### src/rtl/mmio_io_responder_if.sv
// CPU data-memory bus, instruction-retire strobe and UART byte handshakes for mmio_io_responder.
interface mmio_io_responder_if;
    logic [31:0] addr;
    logic [31:0] wdata;
    logic        re;
    logic        we;
    logic        instr_retired;
    logic [31:0] rdata;
    logic [7:0]  tx_data;
    logic        tx_valid;
    logic        tx_ready;
    logic [7:0]  rx_data;
    logic        rx_valid;
    logic        rx_ready;

    modport slave (
        input  addr, wdata, re, we, instr_retired, tx_ready, rx_data, rx_valid,
        output rdata, tx_data, tx_valid, rx_ready
    );

    modport master (
        output addr, wdata, re, we, instr_retired, tx_ready, rx_data, rx_valid,
        input  rdata, tx_data, tx_valid, rx_ready
    );
endinterface

### src/rtl/mmio_io_responder.sv
// MMIO responder: UART TX holding register, RX buffer, cycle and retired-instruction counters.
// Define MMIO_RX_FIFO_EN for a 4-entry RX FIFO; otherwise RX is a single-byte register.
module mmio_io_responder (
    input logic                clk,
    input logic                reset_n,
    mmio_io_responder_if.slave bus
);
    localparam int          DATA_W      = 32;
    localparam logic [3:0]  REGION      = 4'h8;
    localparam logic [27:0] OFS_TX_STAT = 28'h00;
    localparam logic [27:0] OFS_RX_STAT = 28'h04;
    localparam logic [27:0] OFS_TX_DATA = 28'h08;
    localparam logic [27:0] OFS_RX_DATA = 28'h0C;
    localparam logic [27:0] OFS_CYC     = 28'h10;
    localparam logic [27:0] OFS_INS     = 28'h14;
    localparam logic [27:0] OFS_CLR     = 28'h18;

    logic              in_region;
    logic              tx_full;
    logic [7:0]        tx_data_q;
    logic [DATA_W-1:0] rdata_p0;
    logic [DATA_W-1:0] rd_val;
    logic [DATA_W-1:0] cyc_cnt;
    logic [DATA_W-1:0] ins_cnt;
    logic              rx_full;
    logic              rx_nonempty;
    logic [7:0]        rx_head;
    logic              tx_load;
    logic              tx_hs;
    logic              rx_push;
    logic              rx_pop;
    logic              cnt_clr;
    logic              unused_wdata_hi;

    function automatic logic ofs_hit(input logic region_ok, input logic [27:0] a,
                                     input logic [27:0] ofs);
        return region_ok && (a == ofs);
    endfunction

    assign in_region = (bus.addr[31:28] == REGION);
    assign tx_hs     = tx_full & bus.tx_ready;
    // A handshake only happens while full, so a same-cycle write is rejected by ~tx_full.
    assign tx_load   = bus.we & ofs_hit(in_region, bus.addr[27:0], OFS_TX_DATA) & ~tx_full;
    assign rx_push   = bus.rx_valid & ~rx_full;
    assign rx_pop    = bus.re & ofs_hit(in_region, bus.addr[27:0], OFS_RX_DATA) & rx_nonempty;
    assign cnt_clr   = bus.we & ofs_hit(in_region, bus.addr[27:0], OFS_CLR);
    assign unused_wdata_hi = ^bus.wdata[31:8];

    always_comb begin
        rd_val = '0;
        if (in_region) begin
            case (bus.addr[27:0])
                OFS_TX_STAT: rd_val = {31'b0, ~tx_full};
                OFS_RX_STAT: rd_val = {31'b0, rx_nonempty};
                OFS_RX_DATA: rd_val = rx_nonempty ? {24'b0, rx_head} : '0;
                OFS_CYC:     rd_val = cyc_cnt;
                OFS_INS:     rd_val = ins_cnt;
                default:     rd_val = '0;
            endcase
        end
    end

    // Stage p0: registered load data, held while no load is issued
    always_ff @(posedge clk or negedge reset_n) begin
        if (!reset_n) begin
            rdata_p0 <= '0;
        end else if (bus.re) begin
            rdata_p0 <= rd_val;
        end
    end

    always_ff @(posedge clk or negedge reset_n) begin
        if (!reset_n) begin
            tx_full   <= 1'b0;
            tx_data_q <= '0;
        end else if (tx_hs) begin
            tx_full <= 1'b0;
        end else if (tx_load) begin
            tx_full   <= 1'b1;
            tx_data_q <= bus.wdata[7:0];
        end
    end

    always_ff @(posedge clk or negedge reset_n) begin
        if (!reset_n) begin
            cyc_cnt <= '0;
            ins_cnt <= '0;
        end else if (cnt_clr) begin
            cyc_cnt <= '0;
            ins_cnt <= '0;
        end else begin
            cyc_cnt <= cyc_cnt + 32'd1;
            ins_cnt <= ins_cnt + {31'b0, bus.instr_retired};
        end
    end

`ifdef MMIO_RX_FIFO_EN
    logic [7:0] rx_mem [4];
    logic [1:0] wr_ptr;
    logic [1:0] rd_ptr;
    logic [2:0] rx_cnt;

    always_ff @(posedge clk or negedge reset_n) begin
        if (!reset_n) begin
            wr_ptr <= '0;
            rd_ptr <= '0;
            rx_cnt <= '0;
        end else begin
            if (rx_push) wr_ptr <= wr_ptr + 2'd1;
            if (rx_pop)  rd_ptr <= rd_ptr + 2'd1;
            case ({rx_push, rx_pop})
                2'b10:   rx_cnt <= rx_cnt + 3'd1;
                2'b01:   rx_cnt <= rx_cnt - 3'd1;
                default: rx_cnt <= rx_cnt;
            endcase
        end
    end

    always_ff @(posedge clk) begin
        if (rx_push) rx_mem[wr_ptr] <= bus.rx_data;
    end

    assign rx_full     = (rx_cnt == 3'd4);
    assign rx_nonempty = (rx_cnt != 3'd0);
    assign rx_head     = rx_mem[rd_ptr];
`else
    logic [7:0] rx_byte;
    logic       rx_occ;

    // Push needs empty and pop needs non-empty, so they never coincide here.
    always_ff @(posedge clk or negedge reset_n) begin
        if (!reset_n) begin
            rx_occ <= 1'b0;
        end else if (rx_push) begin
            rx_occ <= 1'b1;
        end else if (rx_pop) begin
            rx_occ <= 1'b0;
        end
    end

    always_ff @(posedge clk) begin
        if (rx_push) rx_byte <= bus.rx_data;
    end

    assign rx_full     = rx_occ;
    assign rx_nonempty = rx_occ;
    assign rx_head     = rx_byte;
`endif

    assign bus.rdata    = rdata_p0;
    assign bus.tx_data  = tx_data_q;
    assign bus.tx_valid = tx_full;
    assign bus.rx_ready = ~rx_full;
endmodule

### src/flat_wrapper.sv
// flat-port wrapper written by rule: the top's interface ports become plain ports
module mmio_io_responder_flat 
  (clk, reset_n, bus_addr, bus_wdata, bus_re, bus_we, bus_instr_retired, bus_tx_ready, bus_rx_data, bus_rx_valid, bus_rdata, bus_tx_data, bus_tx_valid, bus_rx_ready);
  mmio_io_responder_if bus_i ();
  input logic clk;
  input logic reset_n;
  input wire logic [$bits(bus_i.addr)-1:0] bus_addr;
  input wire logic [$bits(bus_i.wdata)-1:0] bus_wdata;
  input wire logic [$bits(bus_i.re)-1:0] bus_re;
  input wire logic [$bits(bus_i.we)-1:0] bus_we;
  input wire logic [$bits(bus_i.instr_retired)-1:0] bus_instr_retired;
  input wire logic [$bits(bus_i.tx_ready)-1:0] bus_tx_ready;
  input wire logic [$bits(bus_i.rx_data)-1:0] bus_rx_data;
  input wire logic [$bits(bus_i.rx_valid)-1:0] bus_rx_valid;
  output wire logic [$bits(bus_i.rdata)-1:0] bus_rdata;
  output wire logic [$bits(bus_i.tx_data)-1:0] bus_tx_data;
  output wire logic [$bits(bus_i.tx_valid)-1:0] bus_tx_valid;
  output wire logic [$bits(bus_i.rx_ready)-1:0] bus_rx_ready;
  assign bus_i.addr = bus_addr;
  assign bus_i.wdata = bus_wdata;
  assign bus_i.re = bus_re;
  assign bus_i.we = bus_we;
  assign bus_i.instr_retired = bus_instr_retired;
  assign bus_i.tx_ready = bus_tx_ready;
  assign bus_i.rx_data = bus_rx_data;
  assign bus_i.rx_valid = bus_rx_valid;
  assign bus_rdata = bus_i.rdata;
  assign bus_tx_data = bus_i.tx_data;
  assign bus_tx_valid = bus_i.tx_valid;
  assign bus_rx_ready = bus_i.rx_ready;
  mmio_io_responder u_core (.clk(clk), .reset_n(reset_n), .bus(bus_i));
endmodule
### config.mk
export PLATFORM = sky130hd
export DESIGN_NAME = mmio_io_responder_flat
export DESIGN_NICKNAME = d
export VERILOG_FILES = /design/src/rtl/mmio_io_responder_if.sv /design/src/rtl/mmio_io_responder.sv /design/src/flat_wrapper.sv
export SDC_FILE = /design/constraint.sdc
export NUM_CORES = 1
export LEC_CHECK = 0
export BUFFER_PORTS_ARGS = -buffer_cell sky130_fd_sc_hd__buf_2
export CORE_ASPECT_RATIO = 1.5
export CORE_MARGIN = 10
export CORE_UTILIZATION = 30
export DETAILED_ROUTE_END_ITERATION = 16
export HOLD_SLACK_MARGIN = 0.08
export PLACE_DENSITY = 0.57
export RECOVER_POWER = 50
export REMOVE_ABC_BUFFERS = 1
export SLEW_MARGIN = 20
export SYNTH_ARGS = -nofsm -noshare
export SYNTH_HDL_FRONTEND = slang
export SYNTH_SLANG_ARGS = --single-unit
### constraint.sdc
create_clock -name clk -period 3.2 [get_ports clk]
set_input_delay 0.48 -clock clk [delete_from_list [all_inputs] [get_ports clk]]
set_output_delay 0.48 -clock clk [all_outputs]
set_load 0.02 [all_outputs]
Yosys cells after proc, flatten, opt, wreduce, memory -nomap -nowiden --
Index checks and enable logic that the tools add are counted. W data, S select, Z words.
Storage, ports and cells: bits in registers 114, bits in latches 0, memory bits (writable) 0, ROM bits 0, memories kept 0
Cells by class: add/subtract/negate cells 2, multipliers 0, divide/modulo/power cells 0, magnitude comparators 0, equal/unequal tests 7, shift-type cells 0, multiplexer cells 9, bitwise operators 10, reductions and logical operators 7
Operators with widths (number):
- $pmux W32 S5 | 1
- $mux W32 | 3
- $eq A28 B5 Y1 const B | 3
- $eq A28 B4 Y1 const B | 2
- $add A32 B1 Y32 | 1
- $add A32 B1 Y32 const B | 1
- $eq A28 B3 Y1 const B | 1
- $logic_not A28 Y1 | 1
- $mux W8 | 1
- $and A1 B1 Y1 | 7
- $eq A4 B4 Y1 const B | 1
- $mux W1 | 4
- $reduce_bool A2 Y1 | 2
- $logic_and A1 B1 Y1 | 3
- $not A1 Y1 | 3
- $reduce_and A2 Y1 | 1

Logic depth before layout (Yosys ltp) --
Gate-level depths: netlist of run 1.
word-level depth 6, gate-level depth with buffers 7

Worst setup path before layout of run 1 --
Ideal clock, no wire load.
path type in2reg, start in bus_addr[8], end reg u_core.tx_data_q[0], in the netlist u_core.bus.tx_data[0], library setup time 0.125 ns, data arrival time 2.033 ns, required time 3.075 ns, setup slack 1.043 ns, stages 5, path buffers 1, path through or4_1 -> nor4_2 -> and4_1 -> buf_4 -> mux2_2
On the way: word-level cells in the longest chain between the ends 5
Ends and longest elaborated chain:
- from (decl) | line flat_wrapper.sv:7 | input wire logic [$bits(bus_i.addr)-1:0] bus_addr;
- $eq A28 B4 Y1 | line mmio_io_responder.sv:37 | return region_ok && (a == ofs);
- $logic_and A1 B1 Y1 | line mmio_io_responder.sv:37
- $and A1 B1 Y1 (2 in a row) | line mmio_io_responder.sv:43 | assign tx_load = bus.we & ofs_hit(in_region, bus.addr[27:0], OFS_TX_DATA) & ~tx_full;
- $reduce_and A2 Y1 (no source line)
- to (signal assigned) | line mmio_io_responder.sv:80 | tx_data_q <= bus.wdata[7:0];
- to (decl) | line mmio_io_responder.sv:20 | logic [7:0] tx_data_q;
No other way between the ends. A chain may end at the register's enable or synchronous reset.

Worst setup path after layout of run 1 --
start reg u_core.cyc_cnt[0], end reg u_core.cyc_cnt[28]
On the way: word-level cells in the longest chain between the ends 2
Ends and longest elaborated chain:
- from (decl) | line mmio_io_responder.sv:23 | logic [DATA_W-1:0] cyc_cnt;
- from (signal assigned) | line mmio_io_responder.sv:92 | cyc_cnt <= cyc_cnt + 32'd1;
- $add A32 B1 Y32 | line mmio_io_responder.sv:92
- $mux W32 | line mmio_io_responder.sv:88 | end else if (cnt_clr) begin
No other way between the ends.

==> impl_metrics.py, run 1 <==
metrics = {
    "floorplanning": {
        "coreArea_um2": 18500,
        "ios": 121,
        "dieWidth_um": 132,
        "initial_utilization": 0.304,
        "dieArea_um2": 24700,
        "rows": 61,
        "die_h_um": 188,
    },
    "placed_design": {
        "numPortBuffers": 96,
        "place.gp.congestion": 0.835,
        "dp_hpwl_mm": 10.9,
    },
    "sta": {
        "maxSlewHeadroom": 0.0290,
        "period_needed_ns": 2.47,
        "timing.hold.ws_ns": 0.244,
        "timing.fmax_mhz": 404,
        "skew_ns": 0.00677,
        "setup_violations": 0,
        "rsz0062_at_grt": "no",
        "tightest_slew_ns": 1.46,
        "hold_violations": 0,
        "fin_crit_sh": 0.773,
        "final_max_slew_viol_count": 0,
        "setup_tns_ns": 0,
    },
    "clock_network": {
        "holdBufCountCts": 0,
        "cts_tree": "yes",
        "cts-root-buf": "clkbuf_16",
        "clock_sinks": 114,
        "htree_levels": 4,
        "clk_latency_ns": 0.41,
        "post_cts_buffers": 0,
        "cts_made_buffers": 17,
        "cts_buffer_depth": 2,
        "path_clk_slew_ns": 0.06,
        "cts_resized": 0,
    },
    "worst_setup_path": {
        "startpoint_type": "flop",
        "path_buf_inv": 1,
        "crit_arrival_ns": 2.80,
        "path_class": "reg -> reg",
        "crit_chain": "ha_1 > and4_1 > buf_4 > nand4_1 > or4_1 > a21oi_1",
        "worst_ep_required_time_ns": 3.53,
        "cp_top_family": "simple AND/OR/NAND/NOR gates",
        "crit_path_end_kind": "flop",
        "cpPeakStageDelay_ns": 0.64,
        "slowest_stage": "or4_1",
        "cp_max_fo": 15,
    },
    "detailed_routing": {
        "drt_wl_total_mm": 15.3,
        "ant_nets": 0,
        "vias": 4624,
        "drt_iter0_markers": 311,
        "wl_per_cell_um": 17.2,
        "drc": 0,
        "drtPass1Iterations": 4,
        "viasPerCell": 5.21,
    },
    "synthesis": {
        "synth.top_cells.by_area": "dfrtp_1, mux2i_1, edfxtp_1",
        "synth.distinct_cells": 47,
        "syn_area_per_cell_um2": 10.7,
        "synth_top_cell_by_area": "dfrtp_1",
        "synth_seq_cells": 114,
        "yosysSeqAreaShare": 0.514,
        "ys_warn_count": 0,
        "synth_enable_flop_cells": 8,
        "netlist.area_leader.share": 0.472,
        "synth_area_um2": 5620,
        "synth_ff_type": "dfrtp_1",
        "async_flop_share": 0.930,
        "syn_inst": 525,
    },
    "grt": {
        "grt_pass1_vias": 5061,
        "grt_antenna_before_repair": 0,
        "grt_max_degree": 57,
        "grt_pass1_wl_mm": 25.5,
        "grt_usage": 0.124,
        "grt_overflow": 0,
    },
    "cells_and_area": {
        "fin_util": 0.379,
        "final_common_cell": "dfrtp_1",
        "antenna-diode-count": 0,
        "layout_common_cells": "dfrtp_1, buf_2, nor2_1",
        "fin_nets": 704,
        "syn_to_final_growth_pct": 24.6,
        "fill_cells": 1884,
        "drive_gt1_frac": 0.225,
    },
    "power": {
        "design_power_total_mw": 3.93,
        "ir_worst_vdd_mv": 0.358,
        "p_per_area_nw_per_um2": 561,
        "leakagePower_nw": 3.01,
    },
    "hold_path": {
        "hold_path.class": "in -> reg",
    },
    "run": {
        "maxCapViolations": 0,
    },
    "outcome": {
        "status": "completed",
    },
}
-- sequential cells by signal, summed over array words and instances, names as in the netlist --
signal	cells
u_core.bus.rdata	32
u_core.bus.tx_data	8
u_core.bus.tx_valid	1
u_core.cyc_cnt	32
u_core.ins_cnt	32
u_core.rx_byte	8
u_core.rx_full	1
-- report_power, final --
group	switching, mW	internal (mW)	total, mW
clock	0.654	1.46	2.12
sequential	0.0700	1.50	1.57
combinational	0.134	0.106	0.240
-- per-layer routing --
layer | routed length, µm | share of wire | track usage
met2 | 7740 | 0.51 | 0.214
met5 | 0 | 0 | 0
met4 | 275 | 0.018 | 0.0498
met3 | 791 | 0.052 | 0.0350
met1 | 6450 | 0.42 | 0.141
-- cells by family (layout without fill, tap and decap cells) --
group,after synthesis,count (layout),synth area share
AO/OA/AOI/OAI,103,103,0.126
XOR/XNOR,28,28,0.0436
adder cells (fa/ha/maj),3,3,0.00668
buffers and inverters,40,150,0.0327
flip-flops,114,114,0.514
multiplexers,40,40,0.0745
AND/OR/NAND/NOR,197,197,0.202
-- cell type report --
class / instances / area, µm² / share of cell area
timing repair buffer: 108 / 551 / 0.0786
tap: 252 / 315 / 0.0450
multi-input combinational: 371 / 2550 / 0.364
inverter: 10 / 37.5 / 0.00536
clock inverter: 10 / 178 / 0.0254
sequential: 114 / 2890 / 0.413
clock buffer: 22 / 485 / 0.0693
-- metrics by stage --
step           cell area (µm²)  worst slack [ns]  instances
2_1_floorplan             5480             0.330        495
3_3_place_gp              6390             0.663        855
3_5_place_dp              6390             0.596        855
4_1_cts                   7050             0.705        887
5_1_grt                   7010             0.537        887
6_report                  7010             0.727        887
-- worst reg2reg max path: stages, from the launching register on --
cell and delay [ns]:
dfrtp_1 0.42, ha_1 0.23, and4_1 0.20, buf_4 0.15
nand4_1 0.57, or4_1 0.65, a21oi_1 0.17
-- final timing paths --
| path | startpoint | to | slack [ns] | depth (start not counted) |
|---|---|---|---|---|
| max in group asynchronous | reset_n | u_core.bus.rdata[26] | 1.19 | 2 |
| min in group asynchronous | reset_n | u_core.bus.rdata[3] | 0.39 | 1 |
| max | u_core.cyc_cnt[0] | u_core.cyc_cnt[28] | 0.73 | 6 |
| max reg2reg | u_core.cyc_cnt[0] | u_core.cyc_cnt[28] | 0.73 | 6 |
| min | bus_rx_data[5] | u_core.rx_byte[5] | 0.24 | 1 |
| min reg2reg | u_core.bus.rdata[25] | u_core.bus.rdata[25] | 0.48 | 1 |
-- Yosys cell counts (8+ instances only) --
| cell | count |
|---|---|
| mux2_2 | 15 |
| o2bb2ai_1 | 25 |
| nand4_1 | 21 |
| xor2_1 | 18 |
| buf_2 | 11 |
| o21ai_0 | 12 |
| edfxtp_1 | 8 |
| and4_1 | 14 |
| inv_1 | 9 |
| nor4_1 | 8 |
| nand2_1 | 23 |
| a21oi_1 | 31 |
| clkbuf_1 | 13 |
| mux2i_1 | 25 |
| dfrtp_1 | 106 |
| xnor2_1 | 10 |
| o31ai_1 | 22 |
| nand3_1 | 23 |
| or4_1 | 27 |
| nor3_1 | 10 |
| nor2_1 | 39 |
Note: power is estimated with default switching activity, not from simulation.
==> run 2: changes to the inputs <==
Settings changed: PLACE_DENSITY 0.57 to 0.59.
Clock period 3.2 ns to 2.1 ns, I/O delays scaled along.
==> impl_metrics.py, run 2 (same netlist as run 1, synthesis figures left out) <==
metrics = {
    "outcome": {
        "status": "completed",
    },
    "cells_and_area": {
        "syn_to_final_growth_pct": 28.7,
        "antenna-diode-count": 0,
        "drive_gt1_frac": 0.263,
        "fin_util": 0.392,
        "fill_cells": 1839,
        "regArea_um2": 2890,
        "final_common_cell": "dfrtp_1",
        "multi_input_area_um2": 2570,
        "layout_common_cells": "dfrtp_1, buf_2, nor2_1",
        "fin_nets": 734,
    },
    "sta": {
        "fin_crit_sh": 0.975,
        "skew_ns": 0.00972,
        "setup_violations": 0,
        "maxSlewHeadroom": 0.456,
        "hold_violations": 0,
        "final_max_slew_viol_count": 0,
        "timing.fmax_mhz": 489,
        "timing.hold.ws_ns": 0.0933,
        "tightest_slew_ns": 0.816,
        "period_needed_ns": 2.05,
    },
    "clock_network": {
        "path_clk_slew_ns": 0.05,
        "cts_made_buffers": 17,
        "clk_latency_ns": 0.41,
        "cts_tree": "yes",
        "clock_sinks": 114,
        "htree_levels": 4,
        "cts-root-buf": "clkbuf_16",
        "cts_buffer_depth": 2,
    },
    "detailed_routing": {
        "wl_per_cell_um": 16.9,
        "viasPerCell": 5.20,
        "drt_wl_total_mm": 15.5,
        "ant_nets": 0,
        "vias": 4767,
        "drt_iter0_markers": 201,
        "drtPass1Iterations": 4,
        "drc": 0,
    },
    "floorplanning": {
        "rows": 61,
        "dieWidth_um": 132,
        "coreArea_um2": 18500,
        "dieArea_um2": 24700,
        "ios": 121,
        "die_h_um": 188,
        "initial_utilization": 0.304,
    },
    "grt": {
        "grt_antenna_before_repair": 0,
        "grt_usage": 0.126,
        "grt_max_degree": 47,
        "grt_overflow": 0,
        "grt_pass1_vias": 5196,
        "grt_pass1_wl_mm": 25.8,
    },
    "worst_setup_path": {
        "startpoint_type": "flop",
        "crit_arrival_ns": 2.38,
        "crit_path_end_kind": "flop",
        "path_class": "reg -> reg",
        "cp_max_fo": 15,
        "worst_ep_required_time_ns": 2.43,
    },
    "power": {
        "leakagePower_nw": 3.15,
        "p_per_area_nw_per_um2": 788,
        "ir_worst_vdd_mv": 0.529,
        "design_power_total_mw": 5.70,
    },
    "placed_design": {
        "dp_hpwl_mm": 11.3,
        "numPortBuffers": 96,
        "place.gp.congestion": 0.795,
    },
    "run": {
        "maxCapViolations": 0,
    },
    "hold_path": {
        "hold_path.class": "in -> reg",
    },
}
[run 2: critical path, stage by stage (launching register included)]
cell	delay, ns
dfrtp_1	0.36
ha_2	0.19
ha_2	0.18
and4_4	0.24
nand4_1	0.14
buf_12	0.19
or4_1	0.50
a21oi_1	0.16
[run 2: final cells by class]
cell class | count | area share
clock buffer | 23 | 0.0674
sequential | 114 | 0.400
multi-input combinational | 371 | 0.356
inverter | 10 | 0.00519
timing repair buffer | 138 | 0.114
tap | 252 | 0.0436
clock inverter | 9 | 0.0145
[run 2: what timing repair did]
| action | CTS | global route |
|---|---|---|
| buffers inserted | 0 | 1 |
| endpoints found under the setup margin | 0 | 9 |
| hold endpoints to repair | 32 | 0 |
| resized for setup | 0 | 8 |
| hold buffers | 8 | 0 |
[run 2: path summary, 6_finish.rpt]
path                                      startpoint                    to  slack [ns]  cells after the start
worst max-delay path               u_core.ins_cnt[0]    u_core.ins_cnt[30]        0.05                      7
worst min-delay path                  bus_rx_data[3]     u_core.rx_byte[3]        0.09                      1
worst max register to register     u_core.ins_cnt[0]    u_core.ins_cnt[30]        0.05                      7
worst min register to register  u_core.bus.rdata[11]  u_core.bus.rdata[11]        0.48                      1
max in group asynchronous                    reset_n  u_core.bus.rdata[13]        0.33                      3
min in group asynchronous                    reset_n   u_core.bus.rdata[5]        0.49                      2
[run 2: per-layer routing]
layer,track usage,up-vias,routed length (µm)
met5,0,-,0
li1,-,2248,-
met3,0.0348,24,820
met1,0.139,2340,6340
met2,0.223,155,7920
met4,0.0519,0,376
[run 2: power by group]
part | total [mW] | internal [mW] | switching [mW]
Clock | 2.87 | 1.87 | 1.00
Sequential | 2.40 | 2.29 | 0.108
Combinational | 0.431 | 0.208 | 0.222
[run 2: through the flow]
stage                     instance area [µm²]  worst slack (ns)  cells  setup TNS, ns
after floorplan                          5480            -0.605    495         -37.39
after detailed placement                 6590            -0.116    876         -0.890
after CTS                                7260            0.0172    916              0
after global routing                     7240          -0.00539    917       -0.00539
after global placement                   6590           -0.0886    876         -0.700
final                                    7240            0.0534    917              0
==> run 3: changes to the inputs <==
Settings changed: GPL_TIMING_DRIVEN from default to 0.
==> impl_metrics.py, run 3 (same netlist as run 1, synthesis figures left out) <==
metrics = {
    "sta": {
        "hold_violations": 0,
        "fin_crit_sh": 0.958,
        "tightest_slew_ns": 1.21,
        "timing.hold.ws_ns": 0.118,
        "layout_setup_ws_ns": 0.0892,
        "period_needed_ns": 2.01,
        "setup_violations": 0,
        "final_max_slew_viol_count": 0,
        "timing.fmax_mhz": 497,
        "maxSlewHeadroom": 0.193,
        "skew_ns": 0.00859,
    },
    "placed_design": {
        "place.gp.congestion": 0.813,
        "place_ws_ns": -0.595,
        "numPortBuffers": 96,
        "placed_area_um2": 6330,
        "dp_hpwl_mm": 10.8,
    },
    "worst_setup_path": {
        "cp_max_fo": 64,
        "crit_arrival_ns": 2.26,
        "r2r_slack_ns": 0.09,
        "path_class": "in -> reg",
        "slowest_stage": "and4_4",
        "cpPeakStageDelay_ns": 0.77,
        "worst_ep_required_time_ns": 2.35,
        "crit_path_end_kind": "flop",
        "crit_chain": "buf_2 > or4_1 > nor4_4 > and4_4 > nor2_1",
        "startpoint_type": "primary input",
    },
    "power": {
        "ir_worst_vdd_mv": 0.668,
        "p_per_area_nw_per_um2": 809,
        "design_power_total_mw": 5.77,
        "leakagePower_nw": 3.08,
    },
    "detailed_routing": {
        "vias": 4700,
        "ant_nets": 0,
        "drt_iter0_markers": 219,
        "drt_wl_total_mm": 15.3,
        "drtPass1Iterations": 6,
        "wl_per_cell_um": 17.0,
        "viasPerCell": 5.25,
        "drc": 0,
    },
    "clock_network": {
        "clk_latency_ns": 0.41,
        "cts-root-buf": "clkbuf_16",
        "cts_made_buffers": 17,
        "path_clk_slew_ns": 0.05,
        "cts_tree": "yes",
        "htree_levels": 4,
        "cts_buffer_depth": 2,
        "clock_sinks": 114,
    },
    "grt": {
        "grt_max_degree": 65,
        "grt_pass1_wl_mm": 25.5,
        "grt_pass1_vias": 5086,
        "grt_overflow": 0,
        "grt_antenna_before_repair": 0,
        "grt_usage": 0.124,
    },
    "cells_and_area": {
        "fin_nets": 712,
        "regArea_um2": 2890,
        "drive_gt1_frac": 0.255,
        "fill_cells": 1855,
        "antenna-diode-count": 0,
        "multi_input_area_um2": 2600,
        "syn_to_final_growth_pct": 26.9,
        "final_common_cell": "dfrtp_1",
        "layout_common_cells": "dfrtp_1, buf_2, nor2_1",
        "final_cell_area_um2": 7130,
    },
    "floorplanning": {
        "dieWidth_um": 132,
        "rows": 61,
        "initial_utilization": 0.304,
        "dieArea_um2": 24700,
        "die_h_um": 188,
        "ios": 121,
        "coreArea_um2": 18500,
    },
    "run": {
        "maxCapViolations": 0,
    },
    "outcome": {
        "status": "completed",
    },
    "hold_path": {
        "hold_path.class": "in -> reg",
    },
}
-- run 3: stage by stage --
step                      TNS (ns)  instances  utilization
after floorplan             -37.39        495            -
after global placement     -187.75        843        0.340
after detailed placement    -42.03        846        0.343
after CTS                        0        895        0.385
final                            0        895        0.386
after global routing       -0.0419        895        0.386
-- run 3: timing repair --
item | 4_1_cts | 5_1_grt
pin swaps | 3 | 0
hold endpoints to repair | 52 | 0
gates resized for setup | 7 | 8
setup buffers | 8 | 0
setup endpoints to repair | 46 | 56
hold buffers | 9 | 0
cloned | 0 | 0
-- run 3: power by group --
part / internal, mW / switching [mW]
clock network: 1.95 / 1.00
registers: 2.29 / 0.116
logic: 0.196 / 0.216
total: 4.44 / 1.33
-- run 3: worst max-delay path: cells and delay by family --
family / cells / cell delay (ns)
buffers and inverters: 1 / 0.09
AND/OR/NAND/NOR: 4 / 1.82
-- run 3: worst paths after layout --
kind                                            from                    to  cells past startpoint
worst max-delay path                     bus_addr[8]     u_core.ins_cnt[4]                      5
worst min-delay path                    bus_rx_valid        u_core.rx_full                      2
worst max register to register     u_core.ins_cnt[0]    u_core.ins_cnt[26]                      7
worst min register to register  u_core.bus.rdata[13]  u_core.bus.rdata[13]                      1
max in group asynchronous                    reset_n    u_core.ins_cnt[22]                      3
min in group asynchronous                    reset_n   u_core.bus.rdata[7]                      2
-- run 3: cell type report --
class                      instances  area share
clock buffer                      22      0.0665
clock inverter                    10      0.0186
inverter                          10     0.00544
multi-input combinational        371       0.365
sequential                       114       0.406
tap                              252      0.0442
timing repair buffer             116      0.0945
-- run 3: metal layers --
metal	track usage	vias to the layer above	routed length, µm
met5	0	-	0
met4	0.0498	0	312
met3	0.0401	26	793
met2	0.217	150	7890
met1	0.135	2325	6260
li1	-	2199	-
